File: config.mk
export PLATFORM = sky130hd
export DESIGN_NAME = demixer_decim
export DESIGN_NICKNAME = d
export VERILOG_FILES = /design/src/rtl/demixer_decim.sv
export SDC_FILE = /design/constraint.sdc
export NUM_CORES = 1
export LEC_CHECK = 0
export BUFFER_PORTS_ARGS = -buffer_cell sky130_fd_sc_hd__buf_2
export CORE_UTILIZATION = 55
export DETAILED_ROUTE_END_ITERATION = 8
export GPL_ROUTABILITY_DRIVEN = 0
export GPL_TIMING_DRIVEN = 0
export HOLD_SLACK_MARGIN = 0.06
export PLACE_DENSITY = 0.76
export SLEW_MARGIN = 20
export SYNTH_ARGS = -nofsm -noshare
export SYNTH_HDL_FRONTEND = slang
export SYNTH_SLANG_ARGS = --single-unit
File: constraint.sdc
create_clock -name clk -period 8.6 [get_ports clk]
set_input_delay 1.72 -clock clk [delete_from_list [all_inputs] [get_ports clk]]
set_output_delay 1.72 -clock clk [all_outputs]
set_load 0.03 [all_outputs]
File: src/rtl/demixer_decim.sv
// -----------------------------------------------------------------------------
// demixer_decim
//
// Receive-side fs/4 demixer with integrate-and-dump decimation.
//
// Each accepted input sample is multiplied by a local oscillator running at a
// quarter of the sample rate. The LO sequence is +1, 0, -1, 0. The products are
// summed over a block of DECIM samples. The block sum, scaled down by
// DECIM/2, becomes one baseband sample. A cosine input in phase with the LO
// therefore comes out at unity gain.
//
// The result sits in a one-entry holding register with a valid/ready
// handshake. If a new result arrives while the held one is still unconsumed,
// the held result is overwritten and a sticky overrun flag is set.
//
// Ports
//   clk        in   1   rising-edge clock
//   rst_n      in   1   asynchronous active-low reset
//   sample_i   in   W   signed input sample, qualified by in_valid
//   in_valid   in   1   sample_i is valid this cycle (always accepted)
//   sync_i     in   1   restart LO phase and decimation block
//   bb_o       out  W   signed decimated baseband sample
//   out_valid  out  1   bb_o holds an unconsumed result
//   out_ready  in   1   consumer takes bb_o on out_valid && out_ready
//   overrun_o  out  1   sticky: an unconsumed result was overwritten
// -----------------------------------------------------------------------------
module demixer_decim #(
    parameter int W          = 15,
    parameter int LOG2_DECIM = 4
) (
    input  logic                clk,
    input  logic                rst_n,
    input  logic signed [W-1:0] sample_i,
    input  logic                in_valid,
    input  logic                sync_i,
    output logic signed [W-1:0] bb_o,
    output logic                out_valid,
    input  logic                out_ready,
    output logic                overrun_o
);

    localparam int DECIM = 2 ** LOG2_DECIM;
    localparam int PW    = W + 1;               // product width: -(-2**(W-1)) fits
    localparam int AW    = W + 1 + LOG2_DECIM;  // accumulator width: cannot overflow

    // LO phase. The encoding is the phase index, so wrapping 3->0 is a 2-bit add.
    typedef enum logic [1:0] {
        PH_POS  = 2'd0,   // LO = +1
        PH_ZERO = 2'd1,   // LO =  0
        PH_NEG  = 2'd2,   // LO = -1
        PH_ZER3 = 2'd3    // LO =  0
    } phase_t;

    phase_t                      phase;
    logic    [LOG2_DECIM-1:0]    cnt;
    logic signed [AW-1:0]        acc;

    logic signed [PW-1:0]        sample_ext;
    logic signed [PW-1:0]        prod;
    logic signed [AW-1:0]        prod_ext;
    logic signed [AW-1:0]        result;
    logic                        last;
    logic                        load;

    always_comb begin
        // NOTE: every always_comb output gets a default first, so no path leaves
        // a signal unassigned and a latch is never inferred.
        prod       = '0;
        sample_ext = {sample_i[W-1], sample_i};
        case (phase)
            PH_POS:  prod = sample_ext;
            PH_NEG:  prod = -sample_ext;
            default: prod = '0;
        endcase
        prod_ext = {{(AW - PW){prod[PW-1]}}, prod};
        result   = acc + prod_ext;
        last     = (cnt == LOG2_DECIM'(DECIM - 1));
        // sync_i discards the block in progress, so a sync sample never dumps.
        load     = in_valid && !sync_i && last;
    end

    // NOTE: sequential state uses non-blocking assignments only. All registers
    // then update together from the values they had before the edge.
    always_ff @(posedge clk or negedge rst_n) begin
        if (!rst_n) begin
            phase     <= PH_POS;
            cnt       <= '0;
            acc       <= '0;
            bb_o      <= '0;
            out_valid <= 1'b0;
            overrun_o <= 1'b0;
        end else begin
            // Phase, block counter and integrator.
            if (sync_i && in_valid) begin
                // This sample opens a new block at phase 0, where the LO is +1.
                phase <= PH_ZERO;
                cnt   <= LOG2_DECIM'(1);
                acc   <= {{(AW - PW){sample_ext[PW-1]}}, sample_ext};
            end else if (sync_i) begin
                phase <= PH_POS;
                cnt   <= '0;
                acc   <= '0;
            end else if (in_valid) begin
                phase <= phase_t'(phase + 2'd1);
                cnt   <= last ? '0 : cnt + LOG2_DECIM'(1);
                acc   <= last ? '0 : result;
            end

            // Output holding register. A load on the same edge as a consume
            // keeps out_valid high. Only a load over an unconsumed result
            // counts as an overrun.
            if (load) begin
                // The block sum is bounded by 2**(W+LOG2_DECIM-1). After the
                // shift it always fits in W bits, so truncation is exact.
                bb_o      <= W'(result >>> (LOG2_DECIM - 1));
                out_valid <= 1'b1;
                if (out_valid && !out_ready) begin
                    overrun_o <= 1'b1;
                end
            end else if (out_ready) begin
                out_valid <= 1'b0;
            end
        end
    end

endmodule

Yosys cells after proc, flatten, opt, wreduce, memory -nomap -nowiden:

Index checks and enable logic that the tools add are counted.

* register bits: 43
* word-level logic and storage cells: 36

* add/subtract/negate cells: 4
* equal/unequal tests: 2
* muxes and demuxes: 14
* reduce and logical (&&, ||, !) cells: 10

Operator list (count)
* 20-bit two-way mux: 4
* 16-bit case mux with 2 select lines: 1
* 20-bit by 16-bit adder with 20-bit output: 1
* 4-bit two-way mux: 4
* 15-bit negator with 16-bit output: 1
* 2-bit two-way mux: 3
* 4-bit by 1-bit adder with 4-bit output (second input constant): 1
* 4-bit equality test (second input constant): 1
* 1-bit logical AND: 4
* 3-bit nonzero test: 1
* 2-bit by 1-bit adder with 2-bit output (second input constant): 1
* 2-bit equality test (second input constant): 1
* 1-bit logical NOT: 2
* 2-bit logical NOT: 1
* 1-bit two-way mux: 2
* 2-bit AND reduction: 1
* 2-bit nonzero test: 1

Depth between registers and ports, before layout:

* word-level depth: 7
* depth in mapped cells: 16
* mapped depth without buffers: 16

Worst setup path before layout:

OpenSTA, ideal clock, no wires.

* kind: in2reg
* start: input port sample_i[0]
* end: register bb_o[13]
* library setup time: 0.125 ns
* data arrival time: 4.414 ns
* required time: 8.475 ns
* path slack: 4.062 ns
* stages on the path: 16
* path buffers: 0
* cell sequence: inv_1 ha_1 nand2_1 or3_4 or3_4 nor3_2 xnor2_1 a22o_1 ha_1 nand2_1 nor3_1 nand2b_1 o311ai_1 a21oi_1 xnor2_1 mux2_2

* longest elaborated chain between the ends: 3

Ends and longest elaborated chain
* start, declared: RTL line 33 `input logic signed [W-1:0] sample_i,`
* 15-bit negator with 16-bit output: RTL line 72 `PH_NEG: prod = -sample_ext;`
* 16-bit case mux with 2 select lines *: RTL line 70 `case (phase)`
* 20-bit by 16-bit adder with 20-bit output *: RTL line 76 `result = acc + prod_ext;`
* end signal, assigned: RTL line 115 `bb_o <= W'(result >>> (LOG2_DECIM - 1));`
* end, declared: RTL line 36 `output logic signed [W-1:0] bb_o,`

Every way passes the cells marked *; elsewhere a longest branch is shown, timed or not.
A chain may end at the register's enable or synchronous reset.

Worst setup path after layout:

Same ends and word-level chain as after synthesis.

==> run_results.csv <==
group,metric,value,unit
status,status,"completed",
critical_path,crit_family,"simple AND/OR/NAND/NOR gates",
clock_network,cts_tree,"yes",
timing,tightest_slew,0.8955,ns
clock_network,post_cts_resized,0,
drt,route.detailed.drc,0,
job,maxCapViolations,0,
critical_path,cp-start-kind,"primary input",
clock_network,clk_pin_slew,0.07,ns
synthesis,synth_top_area_share,33.36,%
clock_network,cts_buffer_depth,2,
synthesis,syn-num-nets,407,
clock_network,clock-sinks,41,
grt,antenna_found_initial,0,
floorplanning,die_y,76.78,um
clock_network,cts_htree_levels,2,
timing,fin_skew,0.009206,ns
critical_path,required,8.78,ns
critical_path,critPathKind,"in2reg",
floorplanning,core-area,5238,um2
drt,drtIter0Drc,114,
timing,hold_viol_final,0,
synthesis,synth_top_cell_by_area,"dfrtp_1",
layout,finalNetCount,449,
drt,num_vias,2775,
place,dp_cells,470,
synthesis,yosys_warnings,0,
synthesis,synth_edf_count,0,
place,portBuffers,35,
clock_network,ctsHoldBuffers,0,
drt,dr.pass1.iters,4,
floorplanning,die_x,76.78,um
critical_path,slowest_stage,"ha_1",
drt,drt-total-wl,7212,um
floorplanning,pin_count,37,
place,dp_hpwl,5659,um
synthesis,yosysUniqueCellTypes,51,
floorplanning,initial_core_util,58.72,%
critical_path,critPathCaptureType,"flip-flop",
grt,grt_usage,26.64,%
critical_path,cp_cell_sequence,"buf_2, inv_1, ha_1, nand2_1, or3_4, or3_4, nor3_2, xnor2_1, a22o_1, ha_1, nand2_1, nor3_1, nand2b_1, o311ai_1, a21oi_1, xnor2_1, mux2_2",
layout,seq_area,1026,um2
clock_network,clock_latency,0.30,ns
drt,via_per_inst,5.818,
drt,wl_per_cell,15.12,um
power_and_ir_drop,powerDensity,187.0,nW/um2
power_and_ir_drop,p_leak,1.687,nW
layout,area_delta_synth_final,11.47,%
layout,num-fill-cells,442,
timing,fin_tns_setup,0,ns
clock_network,cts_root_buffer,"clkbuf_8",
layout,multi_input_area,1928,um2
critical_path,worstPathMaxFanout,6,
timing,fin_crit_sh,54.98,%
timing,slew_headroom,40.30,%
layout,antenna_cells,0,
synthesis,synthTopCellsByCount,"nand2_1 (55), dfrtp_1 (41), o21ai_0 (31)",
clock_network,cts_buffers,5,
critical_path,crit_buf_inv,2,
layout,drive_gt1_share,16.95,%
synthesis,async_flop_share,100.0,%
synthesis,ys.flop_type,"dfrtp_1",
hold_path,hp-class,"reg2reg",
synthesis,syn_avg_cell_area,8.426,um2
synthesis,synth_area_leaders,"dfrtp_1 (33%), ha_1 (8.5%), nand2_1 (6.7%)",
synthesis,syn_inst,365,
drt,postRouteAntennaNets,0,
layout,fin_cells,477,
timing,rsz0062_at_grt,"false",
floorplanning,dieArea,5894,um2
clock_network,postCtsSetupRepairBufs,0,
timing,setup_viol,0,
critical_path,cp_slowest_stage_delay,0.38,ns
power_and_ir_drop,peakVddDrop,130.0,uV
floorplanning,row_count,26,
synthesis,ys_ff_latch,41,
grt,overflow,0,
grt,grt_pass1_wl,12540,um
synthesis,ys_seq_area_share,33.36,%
grt,grt_pass1_vias,2697,
timing,slew_viol_final,0,
synthesis,yosysMostFrequentCell,"nand2_1",
timing,fmax,0.2115,GHz
critical_path,worst-endpoint-arrival,4.91,ns
grt,grt_max_degree,42,
synthesis,syn-cell-area,3075,um2
timing,period_needed,4.728,ns
==> metal layers <==
layer  global-route usage, %  up-vias  part of all wire (%)
met5                       0        -                     0
met4                   7.500        0                   1.4
met3                   3.690       12                   5.5
met2                   40.71       71                    43
met1                   39.12     1310                    50
li1                        -     1382                     -
==> sequential cells by signal, summed over array words and instances, names as in the netlist <==
| name | cells |
|---|---|
| acc | 18 |
| phase | 2 |
| out_valid | 1 |
| overrun_o | 1 |
| bb_o | 15 |
| cnt | 4 |
==> worst min-delay path: cells and delay by family, from the launching register on <==
family | cells | cell delay (ns)
flip-flops | 1 | 0.34
AO/OA/AOI/OAI | 1 | 0.05
buffers and inverters | 1 | 0.04
==> path summary, 6_finish.rpt <==
| path | from | to | slack, ns | cells past startpoint |
|---|---|---|---|---|
| max | sample_i[0] | bb_o[13] | 3.87 | 17 |
| min | overrun_o | overrun_o | 0.47 | 2 |
| max reg2reg | phase[0] | bb_o[9] | 4.41 | 16 |
| min reg2reg | overrun_o | overrun_o | 0.47 | 2 |
| max in group asynchronous | rst_n | acc[15] | 6.50 | 1 |
| min in group asynchronous | rst_n | cnt[3] | 1.55 | 1 |
==> where the power goes <==
group          internal, mW  switching, mW  leakage, nW  total (mW)
combinational         0.114          0.168         1.10       0.282
clock                0.0634         0.0659       0.0433       0.129
sequential            0.215         0.0144        0.539       0.230
==> cells by family (layout without fill, tap and decap cells) <==
group,after synthesis,in the layout,synth area share [%]
xor+xnor,20,20,5.696
mux,13,13,4.719
fa+ha+maj,22,22,9.194
simple gates,130,130,20.22
flops,41,41,33.36
buf+inv,32,74,3.946
compound gates,107,107,22.86
==> cells in the final DEF (no fill, tap or decap), types with 2 or more instances in the layout <==
cell and count:
o21bai_1 2, xor2_1 6, a21oi_2 2, a22oi_1 4, nor2b_1 8, xnor2_1 14
nor2_1 26, mux2i_1 4, o221a_2 4, nand3_1 8, a21oi_1 23, o31ai_1 3
inv_1 18, or3_1 2, nand4_1 2, mux2_2 8, nor3_2 2, a31oi_1 8
and3_1 2, buf_2 36, dfrtp_1 41, ha_1 21, o22ai_1 4, nor3b_1 2
nor3_1 8, a21o_1 12, nand2_1 55, a22o_1 4, o21ai_1 2, clkbuf_8 6
nand2b_1 5, clkbuf_1 12, or3_4 2, o21ai_0 31, and2_1 2
==> per-stage QoR <==
stage | setup WS, ns | power, mW | util, % | instance area (um2) | hold slack [ns]
global placement | 3.621 | 0.5031 | 63.74 | 3338 | 0.4545
detailed placement | 3.613 | 0.5087 | 63.74 | 3338 | 0.4608
CTS | 3.919 | 0.6402 | 65.46 | 3428 | 0.4834
global route | 3.701 | 0.6871 | 65.46 | 3428 | 0.5041
finish | 3.872 | 0.6412 | 65.46 | 3428 | 0.4740
floorplan | 4.062 | 0.4420 | - | 3075 | 0.4658
==> area by class of cell <==
type                       instances  area share, %
multi-input combinational        292          56.24
sequential                        41          29.93
timing repair buffer              35          5.109
tap                               70          2.555
clock buffer                       6          2.409
inverter                          18          1.971
buffer                            14          1.569
clock inverter                     1         0.2190
Note: power is estimated with default switching activity, not from simulation.
